File: config.mk
export PLATFORM = sky130hd
export DESIGN_NAME = if_fetch_ctrl
export DESIGN_NICKNAME = d
export VERILOG_FILES = /design/src/rtl/fetch_pkg.sv /design/src/rtl/if_id_reg.sv /design/src/rtl/if_fetch_ctrl.sv
export SDC_FILE = /design/constraint.sdc
export NUM_CORES = 1
export LEC_CHECK = 0
export ABC_AREA = 1
export BUFFER_PORTS_ARGS = -buffer_cell sky130_fd_sc_hd__buf_2
export CORE_ASPECT_RATIO = 1.1
export CORE_MARGIN = 3
export CORE_UTILIZATION = 40
export CTS_BUF_LIST = sky130_fd_sc_hd__clkbuf_4 sky130_fd_sc_hd__clkbuf_8 sky130_fd_sc_hd__clkbuf_16
export CTS_CLUSTER_DIAMETER = 200
export CTS_CLUSTER_SIZE = 40
export DETAILED_ROUTE_END_ITERATION = 7
export PLACE_DENSITY = 0.71
export SYNTH_ARGS = -nofsm -noshare
export SYNTH_HDL_FRONTEND = slang
export SYNTH_SLANG_ARGS = --single-unit
export TNS_END_PERCENT = 30
File: constraint.sdc
create_clock -name clk -period 1.59 [get_ports clk]
set_input_delay 0.318 -clock clk [delete_from_list [all_inputs] [get_ports clk]]
set_output_delay 0.318 -clock clk [all_outputs]
set_load 0.01 [all_outputs]
File: src/rtl/fetch_pkg.sv
// fetch_pkg: shared types and constants for the instruction-fetch stage.
// Revision 1.0
`default_nettype none

package fetch_pkg;

  localparam int FETCH_ADDR_W    = 16;
  localparam int FETCH_INSTR_W   = 16;
  localparam int FETCH_MEM_DEPTH = 64;

  typedef enum logic [1:0] {
    ST_BOOT  = 2'd0,
    ST_RUN   = 2'd1,
    ST_STALL = 2'd2,
    ST_HALT  = 2'd3
  } fetch_state_e;

  localparam logic [3:0] OP_AND = 4'b0000;
  localparam logic [3:0] OP_OR  = 4'b0001;
  localparam logic [3:0] OP_ADD = 4'b0010;
  localparam logic [3:0] OP_SUB = 4'b0110;
  localparam logic [3:0] OP_SLT = 4'b0111;
  localparam logic [3:0] OP_LW  = 4'b1000;
  localparam logic [3:0] OP_SW  = 4'b1010;
  localparam logic [3:0] OP_BNE = 4'b1110;

  localparam logic [FETCH_INSTR_W-1:0] FLUSH_INSTR = 16'h0000;

endpackage

`default_nettype wire

File: src/rtl/if_id_reg.sv
// if_id_reg: IF/ID pipeline register; flush beats load, load beats kill.
// Revision 1.0
`default_nettype none

module if_id_reg
  import fetch_pkg::*;
#(
  parameter int ADDR_W  = FETCH_ADDR_W,
  parameter int INSTR_W = FETCH_INSTR_W
) (
  input  logic               clk,
  input  logic               rst_n,
  input  logic               load_i,
  input  logic               flush_i,
  input  logic               kill_i,
  input  logic [INSTR_W-1:0] instr_i,
  input  logic [ADDR_W-1:0]  pc1_i,
  output logic [INSTR_W-1:0] instr_o,
  output logic [ADDR_W-1:0]  pc1_o,
  output logic               valid_o
);

  logic [INSTR_W-1:0] instr_q;
  logic [ADDR_W-1:0]  pc1_q;
  logic               valid_q;

  // kill only drops the valid flag so the stale word never reaches decode as real
  always_ff @(posedge clk or negedge rst_n) begin
    if (!rst_n) begin
      instr_q <= '0;
      pc1_q   <= '0;
      valid_q <= 1'b0;
    end else if (flush_i) begin
      instr_q <= INSTR_W'(FLUSH_INSTR);
      valid_q <= 1'b0;
    end else if (load_i) begin
      instr_q <= instr_i;
      pc1_q   <= pc1_i;
      valid_q <= 1'b1;
    end else if (kill_i) begin
      valid_q <= 1'b0;
    end
  end

  assign instr_o = instr_q;
  assign pc1_o   = pc1_q;
  assign valid_o = valid_q;

endmodule

`default_nettype wire

File: src/rtl/if_fetch_ctrl.sv
// if_fetch_ctrl: PC, fetch FSM and IF/ID capture for an async-read instruction memory.
// Revision 1.0
`default_nettype none

module if_fetch_ctrl
  import fetch_pkg::*;
#(
  parameter int ADDR_W    = FETCH_ADDR_W,
  parameter int INSTR_W   = FETCH_INSTR_W,
  parameter int MEM_DEPTH = FETCH_MEM_DEPTH
) (
  input  logic               clk,
  input  logic               rst_n,
  output logic [ADDR_W-1:0]  instr_addr,
  input  logic [INSTR_W-1:0] instr_in,
  input  logic               stall,
  input  logic               branch_taken,
  input  logic [ADDR_W-1:0]  branch_target,
  input  logic               halt_req,
  output logic [INSTR_W-1:0] if_id_instr,
  output logic [ADDR_W-1:0]  if_id_pc1,
  output logic               if_id_valid,
  output logic               halted,
  output logic [15:0]        fetch_cnt
);

  localparam logic [ADDR_W-1:0] PC_MASK = ADDR_W'(MEM_DEPTH - 1);
  localparam logic [15:0]       CNT_MAX = 16'hFFFF;

  fetch_state_e      state_q, state_d;
  logic [ADDR_W-1:0] pc_q, pc_d, pc_inc;
  logic [15:0]       cnt_q, cnt_d;
  logic              halted_q;

  logic branch_go, stall_go, halt_go, fetch_go;

  // STALL with stall released behaves exactly like RUN, so the held PC is fetched at once
  always_comb begin
    branch_go = 1'b0;
    stall_go  = 1'b0;
    halt_go   = 1'b0;
    fetch_go  = 1'b0;
    case (state_q)
      ST_RUN, ST_STALL: begin
        if (branch_taken)  branch_go = 1'b1;
        else if (stall)    stall_go  = 1'b1;
        else if (halt_req) halt_go   = 1'b1;
        else               fetch_go  = 1'b1;
      end
      ST_HALT: branch_go = branch_taken;
      default: ;
    endcase
  end

  assign pc_inc = (pc_q + ADDR_W'(1)) & PC_MASK;

  always_comb begin
    pc_d = pc_q;
    if (branch_go)     pc_d = branch_target & PC_MASK;
    else if (fetch_go) pc_d = pc_inc;
  end

  always_comb begin
    cnt_d = cnt_q;
    if (fetch_go && (cnt_q != CNT_MAX)) cnt_d = cnt_q + 16'd1;
  end

  always_comb begin
    state_d = state_q;
    case (state_q)
      ST_BOOT: state_d = ST_RUN;
      ST_RUN, ST_STALL: begin
        if (branch_go)     state_d = ST_RUN;
        else if (stall_go) state_d = ST_STALL;
        else if (halt_go)  state_d = ST_HALT;
        else               state_d = ST_RUN;
      end
      ST_HALT: if (branch_go) state_d = ST_RUN;
      default: state_d = ST_BOOT;
    endcase
  end

  always_ff @(posedge clk or negedge rst_n) begin
    if (!rst_n) begin
      state_q  <= ST_BOOT;
      pc_q     <= '0;
      cnt_q    <= '0;
      halted_q <= 1'b0;
    end else begin
      state_q  <= state_d;
      pc_q     <= pc_d;
      cnt_q    <= cnt_d;
      halted_q <= (state_d == ST_HALT);
    end
  end

  if_id_reg #(
    .ADDR_W  (ADDR_W),
    .INSTR_W (INSTR_W)
  ) u_if_id_reg (
    .clk     (clk),
    .rst_n   (rst_n),
    .load_i  (fetch_go),
    .flush_i (branch_go),
    .kill_i  (halt_go),
    .instr_i (instr_in),
    .pc1_i   (pc_inc),
    .instr_o (if_id_instr),
    .pc1_o   (if_id_pc1),
    .valid_o (if_id_valid)
  );

  assign instr_addr = pc_q;
  assign halted     = halted_q;
  assign fetch_cnt  = cnt_q;

endmodule

`default_nettype wire

======== Word level (Yosys, flattened, before mapping) ========
Cells that the tools add are included.
word-level totals
  memories ................................ 0
  latch bits .............................. 0
  output and inout port bits .............. 66
  flip-flop bits (word level) ............. 58
  bits of input ports ..................... 37
  memory bits (read-only) ................. 0
  bits in writable memories ............... 0
  logic and storage cells ................. 46
operators by class
  multiplexer cells ....................... 25
  magnitude comparators ................... 0
  shift-type cells ........................ 0
  div/mod/pow operators ................... 0
  add/sub/neg operators ................... 2
  bitwise logic cells ..................... 1
  multipliers ............................. 0
  equality and inequality tests ........... 5
  reductions and logical operators ........ 6
operators with widths
  kind                                                                    count
  16-bit 2-to-1 mux                                                       4
  16-bit by 1-bit adder with 16-bit output (second input constant)        1
  16-bit inequality test (second input constant)                          1
  1-bit 2-to-1 mux                                                        15
  2-bit 2-to-1 mux                                                        4
  6-bit by 1-bit adder with 6-bit output (second input constant)          1
  2-bit equality test (second input constant)                             3
  2-bit one-hot mux with 3 select lines                                   1
  3-bit nonzero test                                                      1
  2-bit by 1-bit equality test with 1-bit output (second input constant)  1
  2-bit zero test                                                         1
  1-bit one-hot mux with 2 select lines                                   1
  2-bit AND reduction                                                     1
  2-bit nonzero test                                                      1
  2-bit OR reduction                                                      1
  1-bit logical AND                                                       1
  1-bit NOT                                                               1

======== Longest topological paths before layout ========
Gate-level depths: netlist of run 1.
  word-level depth ........................ 9
  gate-level depth with buffers ........... 9
  depth with buffers taken out ............ 9

======== By module ========
Synthesis of run 1 repeated with hierarchy kept, for this count alone.
unflattened totals
  cell total of the unflattened synthesis .. 365
  area, all modules ....................... 2,925.3 µm²
by module, submodules not included
  module         instances  sequential area each (µm²)  cells each  area an instance (µm²)
  if_fetch_ctrl  1          625.6                       221         1,601.5
  if_id_reg      1          825.8                       144         1,323.8

======== Least setup slack after synthesis of run 1 ========
Ideal clock, no wire load.
  path type ............................... reg2reg
  from .................................... reg state_q[1]
  to ...................................... reg u_if_id_reg.instr_q[10] (netlist: u_if_id_reg.instr_o[10])
  path slack .............................. 0.064 ns
  clock period less this slack ............ 1.526 ns
  setup time .............................. 0.121 ns
  arrival time ............................ 1.405 ns
  cell stages (with the launch flop) ...... 9
  cells stage by stage .................... dfrtp_1 > inv_1 > ha_1 > nand3_1 > buf_2 > nand2_2 > inv_2 > buf_6 > a22o_1
on the way
  word-level cells in the longest chain between the ends .. 4
  elaborated cells between the ends (all ways) .. 8
RTL lines
  item                                                                                          RTL line             text
  start: declaration                                                                            if_fetch_ctrl.sv:30  fetch_state_e state_q, state_d;
  start signal: assignment                                                                      if_fetch_ctrl.sv:90  state_q <= state_d;
  2-bit by 1-bit equality test with 1-bit output / 2-bit equality test (equally long branches)  if_fetch_ctrl.sv:43  case (state_q)
  2-bit OR reduction                                                                            if_fetch_ctrl.sv:43
  1-bit one-hot mux with 2 select lines / 1-bit 2-to-1 mux (equally long branches)              if_fetch_ctrl.sv:43
  16-bit 2-to-1 mux / 2-bit nonzero test (equally long branches)                                n/a
  end signal: assignment                                                                        if_id_reg.sv:34      instr_q <= INSTR_W'(FLUSH_INSTR);
  end signal: assignment                                                                        if_id_reg.sv:37      instr_q <= instr_i;
  end: declaration                                                                              if_id_reg.sv:23      logic [INSTR_W-1:0] instr_q;
Several ways; a longest one is shown, not always the timed one.
A chain may end at the register's enable or synchronous reset.

======== Worst setup path after layout of run 1 ========
  from .................................... reg state_q[0]
  to ...................................... reg u_if_id_reg.instr_q[9] (netlist: u_if_id_reg.instr_o[9])
The elaborated chain is that of the path after synthesis.

==> flow_summary.toml, run 1 <==
[grt]
first_global_vias = 2094
overflow = 0
antenna_found_initial = 0
grt_max_degree = 49
grt_pass1_wl_um = 9530
track_usage = 0.161

[place]
hpwl_um = 4180
portBuffers = 72
dp.cells = 446
place_congestion = 0.805

[synth]
synth_seq_area_share = 0.472
ys_ff_latch = 48
syn_inst = 292
yosysWarningCount = 0
yosys.cell_types.count = 25
avgSynthCellArea_um2 = 8.72
netlist_area_um2 = 2550

[run_status]
violations = "negative hold slack"
status = "finished with violations"

[drt]
drt_first_pass_iters = 4
wl_per_cell_um = 12.3
ant_nets = 0
vias = 2152
finalWirelength_um = 5590
drt_iter0_drc = 80
vias_per_cell = 4.75
drc_errors = 0

[finish]
layout_commonest_cell = "nand2_1"
layout-area-overhead-vs-synth_pct = 22.1
multi_input_area_um2 = 1150
fill_cells = 575
antennaDiodeCount = 0
layout_common_cells = "82 x nand2_1, 72 x buf_2, 48 x dfrtp_1"
final_cell_count_no_fill = 453
drive_above_1_share = 0.316
seqCellArea_um2 = 1200
nets = 418

[clocking]
clk_path_buf_depth = 2
cts_setup_buffers = 0
clk_latency_ps = 290
cts_buffers = 5
cts_tree = "built"
cts.sinks = 48
clk_pin_slew_ps = 90
h-tree-depth = 2
clock-root-buffer = "clkbuf_8"

[worst_hold_path]
min_path_type = "in2async"

[worst_setup_path]
cp_max_fo = 20
crit_type = "reg2reg"
worstSetupEndpointType = "flop"
r2r_cells = 8
crit_path_start_kind = "flop"
arrival_ps = 1670
r2r_setup_slack_ps = 100
rr_startpoint = "state_q[0]"
cp.required_ps = 1770
r2r_end = "u_if_id_reg.instr_o[9]"

[timing]
fmax_mhz = 671
slew_violations = 0
hold_slack_ps = -3.85
finalSetupViolCount = 0
min_period_over_period = 0.938
finalHoldViolCount = 6
min_period_ps = 1490
rsz0062_at_grt = "no"
clock_skew_ps = 4.11

[floorplan]
rows = 29
io_pins = 103
die_h_um = 89.7
die_w_um = 82.1
core-area_um2 = 5950
die-area_um2 = 7360
start_util = 0.428

[pwr]
power.leakage_nw = 1.70
irDropWorstVdd_uv = 745
powerDensity_nw_per_um2 = 1360
power.total_mw = 4.24

[flow_run]
maxCapViolCount = 0
==> cell usage after synthesis (all sizes together) <==
library cell  instances  share of area
a21oi                 3         0.0059
a22o                 16          0.055
buf                  27          0.083
conb                  1         0.0015
dfrtp                48           0.47
ha                    5          0.025
inv                  25          0.037
nand2                92           0.15
nand3                25          0.051
nand3b                1         0.0029
nand4                 4         0.0098
nor2                 22          0.038
o211ai                2         0.0059
o21ai                11          0.030
o21bai                1         0.0029
xnor2                 1         0.0034
xor2                  8          0.028
==> critical path, cell delays in order (launching register included) <==
cell and delay, ps:
dfrtp_1 350, inv_1 70, ha_4 270, nand3_2 100, buf_4 150, nand2_2 60
inv_2 40, buf_12 140, a22o_1 190
==> state kept, by name, indices dropped and copies added, names as in the netlist <==
name	count
halted	1
u_if_id_reg.valid_o	1
state_q	2
fetch_cnt	16
u_if_id_reg.pc1_o	6
instr_addr	6
u_if_id_reg.instr_o	16
==> metrics by stage <==
step	TNS, ps	hold slack [ps]	util	area, um^2	setup slack (ps)
floorplan	0	22.4	-	2620	64.1
CTS	0	9.17	0.517	3080	1.21
global route	0	7.86	0.522	3110	2.27
detailed placement	-19.2	336	0.502	2990	-19.2
finish	0	-3.85	0.522	3110	99.2
global placement	0	324	0.502	2990	68.5
==> how the worst max path moves through the flow <==
stage                from                 endpoint  slack [ps]
6_report       state_q[0]   u_if_id_reg.instr_o[9]         100
5_1_grt        state_q[1]   u_if_id_reg.instr_o[2]           2
4_1_cts        state_q[0]            instr_addr[5]           1
3_5_place_dp   state_q[0]             fetch_cnt[7]         -20
3_3_place_gp   state_q[0]             fetch_cnt[7]          70
2_1_floorplan  state_q[1]  u_if_id_reg.instr_o[10]          60
==> logic make-up (layout without fill, tap and decap cells) <==
group | count (synthesis) | after routing | synth area share
flops | 48 | 48 | 0.472
compound gates | 33 | 33 | 0.100
xor+xnor | 9 | 9 | 0.0310
fa+ha+maj | 5 | 5 | 0.0246
buf+inv | 52 | 117 | 0.119
other cells | 1 | 20 | 0.00147
simple gates | 144 | 144 | 0.252
==> per-layer routing <==
metal | global-route usage | vias up | share of wire
li1 | - | 1061 | -
met1 | 0.212 | 1027 | 0.43
met2 | 0.275 | 60 | 0.51
met3 | 0.0389 | 4 | 0.060
met4 | 0.0242 | 0 | 0.0043
met5 | 0 | - | 0
==> repair_timing <==
action / CTS / global route
setup endpoints to repair: 13 / 36
hold buffers: 0 / 0
cloned: 0 / 0
resized for setup: 1 / 8
==> final cells by class <==
class	count	area share
Timing Repair Buffer	85	0.157
Tap cell	77	0.0310
Sequential cell	48	0.386
Clock inverter	2	0.00403
Clock buffer	5	0.0221
Multi-Input combinational cell	211	0.370
Inverter	25	0.0302
==> where the power goes <==
part	switching, mW	leakage, nW	internal (mW)
Combinational	0.948	1.03	0.736
Sequential	0.301	0.634	1.56
Clock	0.395	0.0400	0.299
Power figures use the tool's default switching activity.
==> inputs of run 2 (changes only) <==
--- a/config.mk
+++ b/config.mk
@@ -15,6 +15,7 @@
 export CTS_CLUSTER_SIZE = 40
 export DETAILED_ROUTE_END_ITERATION = 7
 export PLACE_DENSITY = 0.71
+export RECOVER_POWER = 25
 export SYNTH_ARGS = -nofsm -noshare
 export SYNTH_HDL_FRONTEND = slang
 export SYNTH_SLANG_ARGS = --single-unit
==> run 2 against run 1 <==
The run now ends clean. Critical endpoint unchanged. Via count is the same. Fmax is essentially flat. Critical path depth is the same. Power shrank 0.12%. Routed wire length is essentially flat. Non-clock buffer count is the same. Largest cell class unchanged. Global-route usage is the same. First-iteration DRC count is the same. Die area is the same. Cell area shrank 0.48%. Clock power is essentially flat. Sequential share of layout area grew 0.19 points.
==> flow_summary.toml, run 2 (same netlist as run 1, synthesis figures left out) <==
[drt]
drt_iter0_drc = 80
wl_per_cell_um = 12.3
drt_first_pass_iters = 4
vias = 2152
vias_per_cell = 4.75
drc_errors = 0
finalWirelength_um = 5590
ant_nets = 0

[grt]
overflow = 0
grt_max_degree = 49
antenna_found_initial = 0
grt_pass1_wl_um = 9530
track_usage = 0.161
first_global_vias = 2094

[worst_setup_path]
worstSetupEndpointType = "flop"
cp_top_family = "buffers and inverters"
slowest_delay_ps = 350
rr_startpoint = "state_q[0]"
cp_max_fo = 20
cpMaxStageDelayCell = "dfrtp_1"
crit_path_start_kind = "flop"
r2r_cells = 8
crit_type = "reg2reg"
worst-path-buf-inv = 4
path_cells = "inv_1 -> ha_4 -> nand3_2 -> buf_4 -> nand2_2 -> inv_2 -> buf_12 -> a22o_1"
arrival_ps = 1670
r2r_setup_slack_ps = 100
cp.required_ps = 1770
r2r_end = "u_if_id_reg.instr_o[9]"

[worst_hold_path]
hold_end = "instr_addr[5]"
min_path_type = "in2reg"
hold_depth = 3
hp-start = "branch_target[5]"

[pwr]
power.total_mw = 4.23
power.leakage_nw = 1.69
irDropWorstVdd_uv = 745
powerDensity_nw_per_um2 = 1370

[timing]
min_period_over_period = 0.938
clock_skew_ps = 4.11
max_slew_margin = 0.209
fmax_mhz = 671
rsz0062_at_grt = "no"
min_period_ps = 1490
finalHoldViolCount = 0
tightest_slew_ps = 1190
slew_violations = 0
hold_slack_ps = 242
fin_setup_tns_ps = 0
finalSetupViolCount = 0
worst_slack_ps = 99.0

[place]
portBuffers = 72
dp.cells = 446
dp_slack_ps = -19.2
place_congestion = 0.805
hpwl_um = 4180

[clocking]
clock-root-buffer = "clkbuf_8"
clk_latency_ps = 290
clk_path_buf_depth = 2
cts_resized = 1
h-tree-depth = 2
cts.sinks = 48
hold_buffers = 0
clk_pin_slew_ps = 90
cts_buffers = 5
cts_tree = "built"
cts_setup_buffers = 0

[floorplan]
die_h_um = 89.7
rows = 29
die-area_um2 = 7360
io_pins = 103
die_w_um = 82.1
core-area_um2 = 5950
start_util = 0.428

[finish]
final_cell_count_no_fill = 453
drive_above_1_share = 0.316
antennaDiodeCount = 0
layout_commonest_cell = "nand2_1"
layout-area-overhead-vs-synth_pct = 21.5
nets = 418
layout_common_cells = "82 x nand2_1, 72 x buf_2, 48 x dfrtp_1"

[flow_run]
maxCapViolCount = 0

[run_status]
status = "finished clean"
==> run 2: worst min-delay path: cells and delay by family <==
kind | cells | cell delay (ps)
buffers and inverters | 1 | 70
AND/OR/NAND/NOR | 2 | 110
==> run 2: worst max path at each step <==
stage,from,to,slack [ps],cells after the start
floorplan,state_q[1],u_if_id_reg.instr_o[10],60,8
CTS,state_q[0],instr_addr[5],1,7
detailed placement,state_q[0],fetch_cnt[7],-20,8
finish,state_q[0],u_if_id_reg.instr_o[9],100,8
global route,state_q[1],u_if_id_reg.instr_o[2],2,8
global placement,state_q[0],fetch_cnt[7],70,8
==> run 2: stage by stage <==
| step | instance area, um^2 | utilization |
|---|---|---|
| 2_1_floorplan | 2620 | - |
| 4_1_cts | 3080 | 0.517 |
| 3_5_place_dp | 2990 | 0.502 |
| 5_1_grt | 3090 | 0.520 |
| 3_3_place_gp | 2990 | 0.502 |
| 6_report | 3090 | 0.520 |
==> run 2: layout make-up <==
type,instances,area [um^2]
clock inverter,2,12.5
inverter,25,93.8
timing repair buffer,85,472
multi-input combinational,211,1150
clock buffer,5,68.8
fill,577,2860
sequential,48,1200
tap,77,96.3
==> run 2: power breakdown <==
part           total (mW)  internal, mW  leakage [nW]  switching, mW
clock network       0.694         0.299        0.0400          0.395
registers            1.86          1.56         0.634          0.301
logic                1.68         0.731          1.02          0.948
total                4.23          2.59          1.69           1.64
==> run 2: layer usage <==
layer | up-vias | track usage | share of wire
li1 | 1061 | - | -
met4 | 0 | 0.0242 | 0.0043
met5 | - | 0 | 0
met3 | 4 | 0.0389 | 0.060
met2 | 60 | 0.275 | 0.51
met1 | 1027 | 0.212 | 0.43
